**src/rtl/acq_sched_pkg.sv**
```systemverilog
// Shared types and constants for the acquisition converter scheduler.
// The scheduler also uses the optional macro ACQ_SCHED_OVERRUN_CNT_EN.
package acq_sched_pkg;

  typedef enum logic [1:0] {
    ST_IDLE    = 2'd0,
    ST_VIB_REQ = 2'd1,
    ST_ADC_REQ = 2'd2
  } sched_state_e;

  localparam logic CONV_SRC_ADC = 1'b0;
  localparam logic CONV_SRC_VIB = 1'b1;

  localparam int CNT_W = 16;

  // Increment that sticks at all-ones instead of wrapping.
  function automatic logic [CNT_W-1:0] sat_inc(input logic [CNT_W-1:0] val);
    return (&val) ? val : val + CNT_W'(1);
  endfunction

endpackage

```
**src/rtl/sat_cnt16.sv**
```systemverilog
// 16-bit saturating event counter with synchronous clear.
module sat_cnt16
  import acq_sched_pkg::*;
(
  input  logic             i_clk,
  input  logic             i_clr,
  input  logic             i_inc,
  output logic [CNT_W-1:0] o_cnt
);

  logic [CNT_W-1:0] r_cnt;

  always_ff @(posedge i_clk) begin
    if (i_clr) begin
      r_cnt <= '0;
    end else if (i_inc) begin
      r_cnt <= sat_inc(r_cnt);
    end
  end

  assign o_cnt = r_cnt;

endmodule

```
**src/rtl/acq_conv_scheduler.sv**
```systemverilog
// Arbitrates the shared converter between the vibration channel and the ADC scan.
// Define ACQ_SCHED_OVERRUN_CNT_EN to build the dropped-request counters.
module acq_conv_scheduler
  import acq_sched_pkg::*;
#(
  parameter int ADC_CH_NUM   = 8,
  parameter int VIB_CH       = 15,
  parameter int CONV_TIMEOUT = 400
) (
  input  logic             sys_clk_i,
  input  logic             rst_i,
  input  logic             time_period_0_10ms_i,
  input  logic             time_period_25ms_pluse_i,
  input  logic             adc_acq_start_pluse_i,
  input  logic             vibration_acq_start_pluse_i,
  output logic             conv_req_o,
  output logic [3:0]       conv_ch_o,
  output logic             conv_src_o,
  input  logic             conv_done_i,
  output logic             adc_scan_done_pluse_o,
  output logic [CNT_W-1:0] frame_seq_o,
  output logic             busy_o,
  output logic             timeout_err_o,
  output logic [CNT_W-1:0] vib_overrun_cnt_o,
  output logic [CNT_W-1:0] adc_overrun_cnt_o
);

  localparam logic [3:0]       LP_SCAN_LEN  = 4'(ADC_CH_NUM);
  localparam logic [3:0]       LP_SCAN_LAST = 4'(ADC_CH_NUM - 1);
  localparam logic [3:0]       LP_VIB_CH    = 4'(VIB_CH);
  localparam logic [CNT_W-1:0] LP_TO_LAST   = CNT_W'(CONV_TIMEOUT - 1);

  sched_state_e     r_state, w_state_nxt;
  logic             r_vib_pend, w_vib_pend_nxt;
  logic             r_adc_pend, w_adc_pend_nxt;
  logic             r_scan_act, w_scan_act_nxt;
  logic [3:0]       r_scan_idx, w_scan_idx_nxt;
  logic [CNT_W-1:0] r_to_cnt, w_to_cnt_nxt;

  logic             w_vib_take;
  logic             w_adc_take;
  logic             w_timeout;
  logic             w_scan_done;

  logic             r_conv_req;
  logic [3:0]       r_conv_ch;
  logic             r_conv_src;
  logic             r_scan_done;
  logic [CNT_W-1:0] r_frame_seq;
  logic             r_busy;
  logic             r_timeout_err;

  always_comb begin
    // NOTE: every signal driven here gets a default first, so no path can infer a latch.
    w_state_nxt    = r_state;
    w_scan_act_nxt = r_scan_act;
    w_scan_idx_nxt = r_scan_idx;
    w_to_cnt_nxt   = '0;
    w_vib_take     = 1'b0;
    w_adc_take     = 1'b0;
    w_timeout      = 1'b0;
    w_scan_done    = 1'b0;
    w_vib_pend_nxt = r_vib_pend;
    w_adc_pend_nxt = r_adc_pend;

    unique case (r_state)
      ST_IDLE: begin
        if (!time_period_0_10ms_i) begin
          if (r_vib_pend) begin
            w_state_nxt = ST_VIB_REQ;
            w_vib_take  = 1'b1;
          end else if (r_scan_act && (r_scan_idx < LP_SCAN_LEN)) begin
            w_state_nxt = ST_ADC_REQ;
          end else if (r_adc_pend) begin
            w_adc_take     = 1'b1;
            w_scan_act_nxt = 1'b1;
            w_scan_idx_nxt = '0;
            w_state_nxt    = ST_ADC_REQ;
          end
        end
      end
      ST_VIB_REQ, ST_ADC_REQ: begin
        // A timeout is handled exactly like a done so the scan keeps moving.
        w_timeout = !conv_done_i && (r_to_cnt == LP_TO_LAST);
        if (conv_done_i || w_timeout) begin
          w_state_nxt = ST_IDLE;
          if (r_state == ST_ADC_REQ) begin
            w_scan_idx_nxt = r_scan_idx + 4'd1;
            if (r_scan_idx == LP_SCAN_LAST) begin
              w_scan_act_nxt = 1'b0;
              w_scan_done    = 1'b1;
            end
          end
        end else begin
          w_to_cnt_nxt = r_to_cnt + CNT_W'(1);
        end
      end
      default: w_state_nxt = ST_IDLE;
    endcase

    // A pulse landing on the cycle its flag is consumed re-arms the flag.
    if (time_period_0_10ms_i) begin
      w_vib_pend_nxt = 1'b0;
      w_adc_pend_nxt = 1'b0;
      w_scan_act_nxt = 1'b0;
    end else begin
      w_vib_pend_nxt = (r_vib_pend & ~w_vib_take) | vibration_acq_start_pluse_i;
      w_adc_pend_nxt = (r_adc_pend & ~w_adc_take) |
                       (adc_acq_start_pluse_i & ~r_scan_act & ~(r_adc_pend & ~w_adc_take));
    end
  end

  always_ff @(posedge sys_clk_i) begin
    // NOTE: sequential state uses non-blocking assignments so every register samples pre-edge values.
    if (rst_i) begin
      r_state       <= ST_IDLE;
      r_vib_pend    <= 1'b0;
      r_adc_pend    <= 1'b0;
      r_scan_act    <= 1'b0;
      r_scan_idx    <= '0;
      r_to_cnt      <= '0;
      r_conv_req    <= 1'b0;
      r_conv_ch     <= '0;
      r_conv_src    <= CONV_SRC_ADC;
      r_scan_done   <= 1'b0;
      r_frame_seq   <= '0;
      r_busy        <= 1'b0;
      r_timeout_err <= 1'b0;
    end else begin
      r_state     <= w_state_nxt;
      r_vib_pend  <= w_vib_pend_nxt;
      r_adc_pend  <= w_adc_pend_nxt;
      r_scan_act  <= w_scan_act_nxt;
      r_scan_idx  <= w_scan_idx_nxt;
      r_to_cnt    <= w_to_cnt_nxt;
      r_conv_req  <= (w_state_nxt != ST_IDLE);
      r_conv_src  <= (w_state_nxt == ST_VIB_REQ) ? CONV_SRC_VIB : CONV_SRC_ADC;
      r_scan_done <= w_scan_done;
      r_busy      <= (w_state_nxt != ST_IDLE) | w_vib_pend_nxt | w_adc_pend_nxt | w_scan_act_nxt;
      if (w_state_nxt == ST_VIB_REQ) begin
        r_conv_ch <= LP_VIB_CH;
      end else if (w_state_nxt == ST_ADC_REQ) begin
        r_conv_ch <= w_scan_idx_nxt;
      end
      if (time_period_25ms_pluse_i) begin
        r_frame_seq <= r_frame_seq + CNT_W'(1);
      end
      if (w_timeout) begin
        r_timeout_err <= 1'b1;
      end
    end
  end

  assign conv_req_o            = r_conv_req;
  assign conv_ch_o             = r_conv_ch;
  assign conv_src_o            = r_conv_src;
  assign adc_scan_done_pluse_o = r_scan_done;
  assign frame_seq_o           = r_frame_seq;
  assign busy_o                = r_busy;
  assign timeout_err_o         = r_timeout_err;

`ifdef ACQ_SCHED_OVERRUN_CNT_EN
  logic w_vib_ovr;
  logic w_adc_ovr;

  assign w_vib_ovr = vibration_acq_start_pluse_i & ~time_period_0_10ms_i &
                     r_vib_pend & ~w_vib_take;
  assign w_adc_ovr = adc_acq_start_pluse_i & ~time_period_0_10ms_i &
                     (r_scan_act | (r_adc_pend & ~w_adc_take));

  sat_cnt16 u_vib_ovr_cnt (
    .i_clk (sys_clk_i),
    .i_clr (rst_i),
    .i_inc (w_vib_ovr),
    .o_cnt (vib_overrun_cnt_o)
  );

  sat_cnt16 u_adc_ovr_cnt (
    .i_clk (sys_clk_i),
    .i_clr (rst_i),
    .i_inc (w_adc_ovr),
    .o_cnt (adc_overrun_cnt_o)
  );
`else
  assign vib_overrun_cnt_o = '0;
  assign adc_overrun_cnt_o = '0;
`endif

endmodule

```
**config.mk**
```make
export PLATFORM = sky130hd
export DESIGN_NAME = acq_conv_scheduler
export DESIGN_NICKNAME = d
export VERILOG_FILES = /design/src/rtl/acq_sched_pkg.sv /design/src/rtl/sat_cnt16.sv /design/src/rtl/acq_conv_scheduler.sv
export SDC_FILE = /design/constraint.sdc
export NUM_CORES = 1
export LEC_CHECK = 0
export ABC_CLOCK_PERIOD_IN_PS = 2400
export CORE_MARGIN = 1.5
export CORE_UTILIZATION = 44
export CTS_BUF_LIST = sky130_fd_sc_hd__clkbuf_16
export DETAILED_ROUTE_END_ITERATION = 8
export PLACE_DENSITY_LB_ADDON = 0.15
export SYNTH_ARGS = -nofsm -noshare
export SYNTH_HDL_FRONTEND = slang
export SYNTH_HIERARCHICAL = 1
export SYNTH_SLANG_ARGS = --single-unit
```
**constraint.sdc**
```tcl
create_clock -name sys_clk_i -period 2.4 [get_ports sys_clk_i]
set_input_delay 0.48 -clock sys_clk_i [delete_from_list [all_inputs] [get_ports sys_clk_i]]
set_output_delay 0.48 -clock sys_clk_i [all_outputs]
set_load 0.03 [all_outputs]
```
==> out/metrics.cfg <==
[clocking]
cts_sinks = 50
hold_buffers = 0
htree_num_levels = 2
clkTransAtPathRegs_ns = 0.06
clk_latency_ns = 0.28
cts_buffers = 5
cts-root-buf = clkbuf_16
cts_tree = built
cts_max_path_buffers = 2
postCtsSetupBuffers = 0

[grt]
grt_pass1_vias = 1843
track_usage = 0.1632
use_met3 = 0.03678
use_met1 = 0.2176
busiest_layer = met2
grt_max_degree = 20
grt_pass1_wl_mm = 8.307
antenna_found_initial = 0
met2_usage = 0.2590
overflow = 0

[logic_synthesis]
syn_inst = 290
yosysWarnings = 6
synth_area_leader_cell = dfxtp_1
synth-edff-count = 0
avgSynthCellArea_um2 = 8.797
ys_seq_area_frac = 0.3923
yosysMostFrequentCell = dfxtp_1
syn_area_um2 = 2551
synth_area_leaders = dfxtp_1 (39%), buf_4 (9.4%), nor2_1 (6.0%)
yosys_register_bits = 50
ys_types = 48
synthFlopType = dfxtp_1
yosys-top-cells-count = dfxtp_1 (50), nor2_1 (41), buf_4 (32), nand2_1 (16), xnor2_1 (13)
synth.top_cell.area_share = 0.3923
synthArstFlopShare = 0

[final_layout]
layoutNonFillerInstCount = 410
antenna_cells = 0
final_nets = 352
syn_to_final_growth_pct = 20.21
drive_gt1_frac = 0.1095

[drt]
drtIter0Drc = 92
vias = 1996
first_pass_iters = 4
drc = 0
ant_nets = 0
routed_via_density = 4.868
routedWlPerCell_um = 11.55
wirelength_mm = 4.737

[critical_path]
cp-end-kind = flop
r2r_slack_ns = 0.20
critPathArrivalTime_ns = 2.40
required_ns = 2.59
start_kind = flop
worstPathMaxFanout = 4
critPathKind = flop to flop

[timing]
skew_ns = 0.004824
rsz0062_at_grt = false
period_share = 0.9168
fmax_mhz = 454.5
hold_viol = 0
final.setup.tns_ns = 0
final_max_slew_viol_count = 0
setup_viol = 0
period_needed_ns = 2.200

[floorplanning]
dieArea_um2 = 6264
die_w_um = 79.15
die_h_um = 79.15
coreArea_um2 = 5540
start_util = 0.4605
num_rows = 27
ios = 64

[placement]
gp_congestion = 0.8764
dp.cells = 402
hpwl_mm = 3.470
io_buffer_count = 31

[worst_hold_path]
hold_class = flop to flop

[power_and_ir_drop]
p_leak_nw = 1.152
total_power_w = 0.001797
peakVddDrop_mv = 0.2562
p_per_area_nw_per_um2 = 586.1

[run_status]
status = completed

[run]
max_cap_violations = 0

per-stage QoR:
step / utilization / worst slack (ns) / hold WS (ns) / instance area (um2)
finish: 0.5535 / 0.1998 / 0.4700 / 3067
global route: 0.5535 / 0.003227 / 0.4988 / 3067
CTS: 0.5531 / 0.1232 / 0.4763 / 3064
global placement: 0.5282 / -0.02986 / 0.4454 / 2927
detailed placement: 0.5282 / -0.1009 / 0.4610 / 2927
floorplan: - / 0.1386 / 0.4261 / 2668
critical path, cell delays in order (launching register included):
cell      delay, ns
dfxtp_1        0.39
inv_1          0.08
ha_1           0.31
nand2b_1       0.07
a41oi_1        0.17
buf_4          0.15
nand2_1        0.05
a21o_1         0.21
ha_1           0.29
nor2b_2        0.18
a211oi_1       0.21
where the power goes:
group | internal [W] | switching, W
Clock | 0.000377 | 0.000287
Sequential | 0.000852 | 0.0000153
Combinational | 0.0000944 | 0.000172
Total | 0.00132 | 0.000474
path summary, 6_finish.rpt:
path	start	to	depth (start not counted)
min	r_to_cnt[0]$_SDFF_PP0_	r_to_cnt[0]$_SDFF_PP0_	1
max	r_state[1]$_SDFF_PP0_	conv_ch_o[0]$_SDFFE_PP0P_	10
min reg2reg	r_to_cnt[0]$_SDFF_PP0_	r_to_cnt[0]$_SDFF_PP0_	1
max reg2reg	r_state[1]$_SDFF_PP0_	conv_ch_o[0]$_SDFFE_PP0P_	10
routing by layer:
layer  part of all wire  vias up
met3              0.043        6
met5                  0        -
li1                   -     1027
met4              0.012        0
met2               0.44       52
met1               0.50      911
layout by cell type (no fill, tap or decap), types with 4 or more instances in the layout:
| master | netlist | final |
|---|---|---|
| a211oi_1 | 5 | 5 |
| a21oi_1 | 11 | 11 |
| and3_1 | 5 | 5 |
| buf_4 | 32 | 17 |
| clkbuf_16 | 0 | 5 |
| clkdlybuf4s50_1 | 0 | 31 |
| conb_1 | 1 | 32 |
| dfxtp_1 | 50 | 50 |
| ha_1 | 8 | 8 |
| inv_1 | 10 | 11 |
| nand2_1 | 16 | 16 |
| nand2b_1 | 4 | 4 |
| nand3_1 | 6 | 6 |
| nand4_1 | 8 | 8 |
| nor2_1 | 41 | 41 |
| nor2b_1 | 7 | 6 |
| nor3_1 | 7 | 7 |
| o21ai_0 | 8 | 8 |
| or3_1 | 6 | 6 |
| xnor2_1 | 13 | 13 |
| xor2_1 | 10 | 10 |
repair_timing:
| item | in CTS | in global routing |
|---|---|---|
| resized for setup | 0 | 1 |
| endpoints found under the hold margin | 0 | 0 |
| endpoints found under the setup margin | 0 | 4 |
registers in the layout (all words and copies together) (netlist names):
name,flops
adc_scan_done_pluse_o,1
busy_o,1
conv_ch_o,4
conv_req_o,1
conv_src_o,1
frame_seq_o,16
r_adc_pend,1
r_scan_act,1
r_scan_idx,4
r_state,2
r_to_cnt,16
r_vib_pend,1
timeout_err_o,1
cell type report:
class	instances	area, um2
fillers	550	2474
repair buffers	48	437.9
clock buffers	5	125.1
flip-flops and latches	50	1001
multi-input cells	222	1363
inverters	10	37.54
well taps	72	90.09
clock inverters	3	12.51
kinds of logic (layout without fill, tap and decap cells):
kind of cell | after synthesis | in the layout | synth area share
other | 1 | 32 | 0.001470
and+or+nand+nor | 118 | 118 | 0.2545
xor gates and xnor gates | 23 | 23 | 0.07896
adders and majority gates | 8 | 8 | 0.03924
DFF | 50 | 50 | 0.3923
AOI/OAI and AO/OA | 40 | 40 | 0.1094
buffers and inverters | 49 | 66 | 0.1202
muxes | 1 | 1 | 0.003924
Power figures use the tool's default switching activity.
